$ cat src/rtl/rf_write_arbiter.sv
// Purpose: shares the single register-file write port between writeback and
//          buffered multiply/divide results. Writeback normally wins, and
//          buffered results drain in order whenever the port is free.
// Latency: rf_* are combinational in the grant cycle. A pushed MDU result can
//          reach the port no earlier than the cycle after its push.
// Backpressure: mdu_ready drops while the FIFO is full. A head denied
//          STARVE_LIMIT cycles raises stall_wb for one cycle, and that cycle
//          writes the head.
// Ports: clk/rst (sync, active-high); wb_* writeback request; mdu_* result
//        push with mdu_ready; stall_wb to hold writeback; rf_* write port;
//        src1/src2 -> pend_hit1/2 hazard flags; fifo_count stored entries.
module rf_write_arbiter #(
  parameter int WORD_LEN     = 32,
  parameter int ADDR_LEN     = 5,
  parameter int DEPTH        = 2,
  parameter int STARVE_LIMIT = 4
) (
  input  logic                     clk,
  input  logic                     rst,
  input  logic                     wb_en,
  input  logic [ADDR_LEN-1:0]      wb_dest,
  input  logic [WORD_LEN-1:0]      wb_val,
  input  logic                     mdu_valid,
  input  logic [ADDR_LEN-1:0]      mdu_dest,
  input  logic [WORD_LEN-1:0]      mdu_val,
  output logic                     mdu_ready,
  output logic                     stall_wb,
  output logic                     rf_we,
  output logic [ADDR_LEN-1:0]      rf_dest,
  output logic [WORD_LEN-1:0]      rf_wval,
  input  logic [ADDR_LEN-1:0]      src1,
  input  logic [ADDR_LEN-1:0]      src2,
  output logic                     pend_hit1,
  output logic                     pend_hit2,
  output logic [$clog2(DEPTH):0]   fifo_count
);

  localparam int PW = $clog2(DEPTH);
  localparam int CW = PW + 1;
  localparam int SW = $clog2(STARVE_LIMIT + 1);
  localparam logic [CW-1:0] FULL_CNT   = CW'(DEPTH);
  localparam logic [SW-1:0] STARVE_MAX = SW'(STARVE_LIMIT);

  logic [ADDR_LEN-1:0] dest_q [DEPTH];
  logic [ADDR_LEN-1:0] dest_d [DEPTH];
  logic [WORD_LEN-1:0] val_q  [DEPTH];
  logic [WORD_LEN-1:0] val_d  [DEPTH];
  logic [PW-1:0]       rd_ptr_q, rd_ptr_d;
  logic [PW-1:0]       wr_ptr_q, wr_ptr_d;
  logic [CW-1:0]       count_q, count_d;
  logic [SW-1:0]       starve_q, starve_d;

  logic empty;
  logic wb_live;
  logic push_store;
  logic head_grant;

  // Grant and write-port muxing.
  always_comb begin
    empty      = (count_q == '0);
    // A writeback to r0 is a no-op and leaves the port free for the FIFO.
    wb_live    = wb_en && (wb_dest != '0);
    mdu_ready  = !rst && (count_q < FULL_CNT);
    // r0 results are accepted so the MDU is not blocked, but never stored.
    push_store = mdu_valid && mdu_ready && (mdu_dest != '0);
    stall_wb   = !rst && !empty && (starve_q == STARVE_MAX);
    head_grant = !rst && !empty && (stall_wb || !wb_live);

    rf_we   = 1'b0;
    rf_dest = '0;
    rf_wval = '0;
    if (head_grant) begin
      rf_we   = 1'b1;
      rf_dest = dest_q[rd_ptr_q];
      rf_wval = val_q[rd_ptr_q];
    end else if (!rst && wb_live) begin
      rf_we   = 1'b1;
      rf_dest = wb_dest;
      rf_wval = wb_val;
    end
  end

  // Hazard flags look only at stored entries, never the incoming push.
  always_comb begin
    pend_hit1 = 1'b0;
    pend_hit2 = 1'b0;
    for (int k = 0; k < DEPTH; k++) begin
      if (CW'(k) < count_q) begin
        if (dest_q[rd_ptr_q + PW'(k)] == src1) pend_hit1 = 1'b1;
        if (dest_q[rd_ptr_q + PW'(k)] == src2) pend_hit2 = 1'b1;
      end
    end
    pend_hit1 = pend_hit1 && !rst && (src1 != '0);
    pend_hit2 = pend_hit2 && !rst && (src2 != '0);
  end

  // FIFO pointers, occupancy and starvation counter.
  always_comb begin
    dest_d   = dest_q;
    val_d    = val_q;
    rd_ptr_d = rd_ptr_q;
    wr_ptr_d = wr_ptr_q;
    starve_d = starve_q;

    if (push_store) begin
      dest_d[wr_ptr_q] = mdu_dest;
      val_d[wr_ptr_q]  = mdu_val;
      wr_ptr_d         = wr_ptr_q + 1'b1;
    end
    if (head_grant) begin
      rd_ptr_d = rd_ptr_q + 1'b1;
    end
    count_d = count_q + CW'(push_store) - CW'(head_grant);

    // Restart the wait for every new head; saturate while it keeps losing.
    if (empty || head_grant) begin
      starve_d = '0;
    end else if (starve_q != STARVE_MAX) begin
      starve_d = starve_q + 1'b1;
    end
  end

  always_ff @(posedge clk) begin
    if (rst) begin
      rd_ptr_q <= '0;
      wr_ptr_q <= '0;
      count_q  <= '0;
      starve_q <= '0;
    end else begin
      rd_ptr_q <= rd_ptr_d;
      wr_ptr_q <= wr_ptr_d;
      count_q  <= count_d;
      starve_q <= starve_d;
    end
    // Storage needs no reset; occupancy alone decides what is valid.
    dest_q <= dest_d;
    val_q  <= val_d;
  end

  assign fifo_count = count_q;

endmodule

$ cat config.mk
export PLATFORM = sky130hd
export DESIGN_NAME = rf_write_arbiter
export DESIGN_NICKNAME = d
export VERILOG_FILES = /design/src/rtl/rf_write_arbiter.sv
export SDC_FILE = /design/constraint.sdc
export NUM_CORES = 1
export LEC_CHECK = 0
export ABC_AREA = 1
export CORE_ASPECT_RATIO = 1.1
export CORE_MARGIN = 2
export CORE_UTILIZATION = 35
export CTS_CLUSTER_DIAMETER = 40
export DETAILED_ROUTE_END_ITERATION = 10
export GPL_TIMING_DRIVEN = 0
export PLACE_DENSITY_LB_ADDON = 0.12
export SETUP_SLACK_MARGIN = 0.1
export SLEW_MARGIN = 20
export SYNTH_ARGS = -nofsm -noshare
export SYNTH_HDL_FRONTEND = slang
export SYNTH_SLANG_ARGS = --single-unit
$ cat constraint.sdc
create_clock -name clk -period 3.2 [get_ports clk]
set_input_delay 0.8 -clock clk [delete_from_list [all_inputs] [get_ports clk]]
set_output_delay 0.8 -clock clk [all_outputs]
set_load 0.01 [all_outputs]
==> results.sh <==
export IMPL_yosysSeqAreaShare_pct=57.09
export IMPL_cp_arrival_ns=2.25
export IMPL_vias_per_cell=4.723
export IMPL_wl_per_cell_microns=14.58
export IMPL_busiest_layer="met2"
export IMPL_start_util_pct=36.01
export IMPL_path_cells="clkdlybuf4s50_1 -> nand2_2 -> buf_4 -> nor2_4 -> buf_6 -> nand3_1 -> nand2_1 -> dlygate4sd2_1"
export IMPL_regToRegSetupSlack_ns=1.02
export IMPL_rr_endpoint="fifo_count[1]"
export IMPL_crit_path_start_kind="input pin"
export IMPL_synthCells=493
export IMPL_rsz0062_at_grt="true"
export IMPL_coreArea_sq_um=11490
export IMPL_critical_path_max_stage_delay_ns=0.47
export IMPL_synthTopCellsByCount="nand2_1, edfxtp_1, nand3_1, inv_1, nor2_1"
export IMPL_power_mw=2.960
export IMPL_area_growth_pct=47.14
export IMPL_relSlewSlack_pct=55.06
export IMPL_fmax_mhz=328.4
export IMPL_rr_worst_depth=13
export IMPL_cts_tree="yes"
export IMPL_synth_nets=585
export IMPL_netlist_cell_type_count=23
export IMPL_grtUsageTotal_pct=18.35
export IMPL_hold_end="starve_q[0]"
export IMPL_min_period_over_period_pct=95.16
export IMPL_row_count=41
export IMPL_use_met2_pct=30.94
export IMPL_drtIter0Drc=214
export IMPL_status="finished clean"
export IMPL_ant_nets=0
export IMPL_power_switching_share_pct=25.83
export IMPL_combinationalPowerShare_pct=21.2
export IMPL_antenna_found_initial=0
export IMPL_route_detailed_drc=0
export IMPL_critPathKind="input pin to output port"
export IMPL_die_h_microns=118.0
export IMPL_cpMaxStageDelayCell="clkdlybuf4s50_1"
export IMPL_synthTopCellsByArea="edfxtp_1, nand2_1, nand3_1, dfxtp_1, inv_1"
export IMPL_wl_mm=11.73
export IMPL_grt_overflow_total=0
export IMPL_synth_area_sq_um=4138
export IMPL_final_core_util_pct=52.98
export IMPL_numCtsBuffers=9
export IMPL_cellLeakagePower_nw=2.751
export IMPL_ios=132
export IMPL_final_hold_viol_count=0
export IMPL_hold_path_depth=1
export IMPL_power_density_nw_per_um2=486.2
export IMPL_synth_top_flop_cell="edfxtp_1"
export IMPL_r2r_start="starve_q[0]"
export IMPL_p_int_mw=2.195
export IMPL_worstPathMaxFanout=10
export IMPL_synth_top_area_cell="edfxtp_1"
export IMPL_sequentialPowerShare_pct=41.7
export IMPL_drive_gt1_share_pct=13.30
export IMPL_period_needed_ns=3.045
export IMPL_cts_sinks=81
export IMPL_yosysMostFrequentCell="nand2_1"
export IMPL_vdd_drop_max_uv=277.3
export IMPL_synth_top_area_share_pct=53.70
export IMPL_synth_edff_count=74
export IMPL_met1_usage_pct=22.71
export IMPL_grt_pass1_vias=3751
export IMPL_power_switching_mw=0.7646
export IMPL_clock_power_share_pct=37.1
export IMPL_hold_path_startpoint="starve_q[0]"
export IMPL_fp_dieW_microns=107.7
export IMPL_clock_path_buffers=2
export IMPL_clock_latency_ns=0.33
export IMPL_skew_ns=0.01069
export IMPL_h_tree_depth=3
export IMPL_setup_violations=0
export IMPL_die_area_sq_um=12710
export IMPL_tightestPinTransition_ns=0.6726
export IMPL_hp_class="flip-flop to flip-flop"
export IMPL_crit_path_end_kind="output port"
export IMPL_io_buffer_count=131
export IMPL_avgSynthCellArea_sq_um=8.393
export IMPL_antenna_cells=0
export IMPL_dp_hpwl_mm=8.525
export IMPL_grt_max_degree=27
export IMPL_grt_pass1_wl_mm=18.07
export IMPL_drtPass1Iterations=4
export IMPL_yosysWarnings=0
export IMPL_clk_pin_slew_ns=0.06
export IMPL_grt_use_met3_pct=4.928
export IMPL_required_ns=2.40
export IMPL_yosys_register_bits=81
export IMPL_async_reset_ff_share_pct=0
export IMPL_postCtsHoldBufs=0
export IMPL_fillCellCount=1075
export IMPL_vias=3797
export IMPL_slew_viol_final=0
export IMPL_gp_congestion=0.8405
export IMPL_cts_root_buffer="clkbuf_16"
export IMPL_maxCapViolations=0
export IMPL_finalNetCount=741
[stage by stage]
stage | hold WS (ns) | cells | setup slack [ns] | instance area [sq um] | setup TNS (ns)
final | 0.4575 | 804 | 0.1549 | 6088 | 0
after global routing | 0.4768 | 804 | 0.06806 | 6088 | 0
after CTS | 0.4655 | 802 | 0.07490 | 6115 | 0
after detailed placement | 0.4496 | 776 | -0.6736 | 5692 | -21.86
after global placement | 0.4284 | 774 | -0.6834 | 5639 | -54.34
after floorplan | 0.4173 | 493 | 0.6358 | 4140 | 0
[state kept, by name (all words and copies together) (netlist names)]
signal      flops
starve_q        3
fifo_count      2
val_q          64
rd_ptr_q        1
dest_q         10
wr_ptr_q        1
[layout by cell type (no fill, tap or decap), drive strengths merged, types with 2 or more instances in the layout]
master	n
clkdlybuf4s15	8
nand3	68
inv	32
ha	4
nand4	2
nand2	242
bufinv	2
clkbuf	39
o21ai	7
clkinv	2
nor2	27
clkdlybuf4s50	85
dlygate4sd2	10
buf	34
edfxtp	74
xor2	2
dfxtp	7
a21oi	5
[logic make-up (layout without fill, tap and decap cells)]
group	after synthesis	in the layout	share of synthesized area, %
flops	81	81	57.09
compound gates	12	12	1.451
buf+inv	52	213	6.078
xor+xnor	3	3	0.6351
fa+ha+maj	4	4	1.210
simple gates	341	341	33.53
[layout make-up]
| class | instances | area [sq um] | share of cell area (%) |
|---|---|---|---|
| plain buffers | 20 | 187.7 | 3.083 |
| flip-flops and latches | 81 | 2362 | 38.80 |
| well taps | 150 | 187.7 | 3.083 |
| repair buffers | 146 | 1355 | 22.26 |
| inverters | 31 | 118.9 | 1.952 |
| multi-input cells | 360 | 1556 | 25.57 |
| clock buffers | 10 | 229.0 | 3.761 |
| clock inverters | 6 | 91.34 | 1.500 |
[power by group through the flow]
stage,Sequential (mW),Clock (mW),Combinational (mW)
3_5_place_dp,1.26,0,0.616
6_report,1.23,1.10,0.628
4_1_cts,1.23,1.12,0.625
2_1_floorplan,1.25,0,0.290
5_1_grt,1.24,1.16,0.693
3_3_place_gp,1.26,0,0.598
[worst max-delay path: cells and delay by family]
| kind | cells | cell delay (ns) |
|---|---|---|
| buffers and inverters | 4 | 1.05 |
| and+or+nand+nor | 4 | 0.40 |
[metal layers]
layer	routed length [microns]	share of wire, %
met1	4948	42
met2	5851	50
met3	827	7.1
met4	99	0.84
met5	0	0
[how the worst max path moves through the flow]
stage	from	end	slack, ns	depth (start not counted)
3_3_place_gp	wb_dest[0]	rf_dest[0]	-0.68	9
5_1_grt	wb_en	rf_wval[6]	0.07	8
2_1_floorplan	rst	dest_q[5]	0.64	3
4_1_cts	wb_dest[0]	rf_dest[0]	0.07	13
3_5_place_dp	wb_dest[0]	rf_dest[0]	-0.67	9
6_report	wb_en	rf_wval[6]	0.15	8
[repair_timing]
item | 4_1_cts | 5_1_grt
cloned | 0 | 2
buffers inserted | 10 | 1
setup endpoints to repair | 41 | 38
pin swaps | 6 | 6
resized for setup | 77 | 62
No activity file was read; power rests on OpenSTA's default activity.
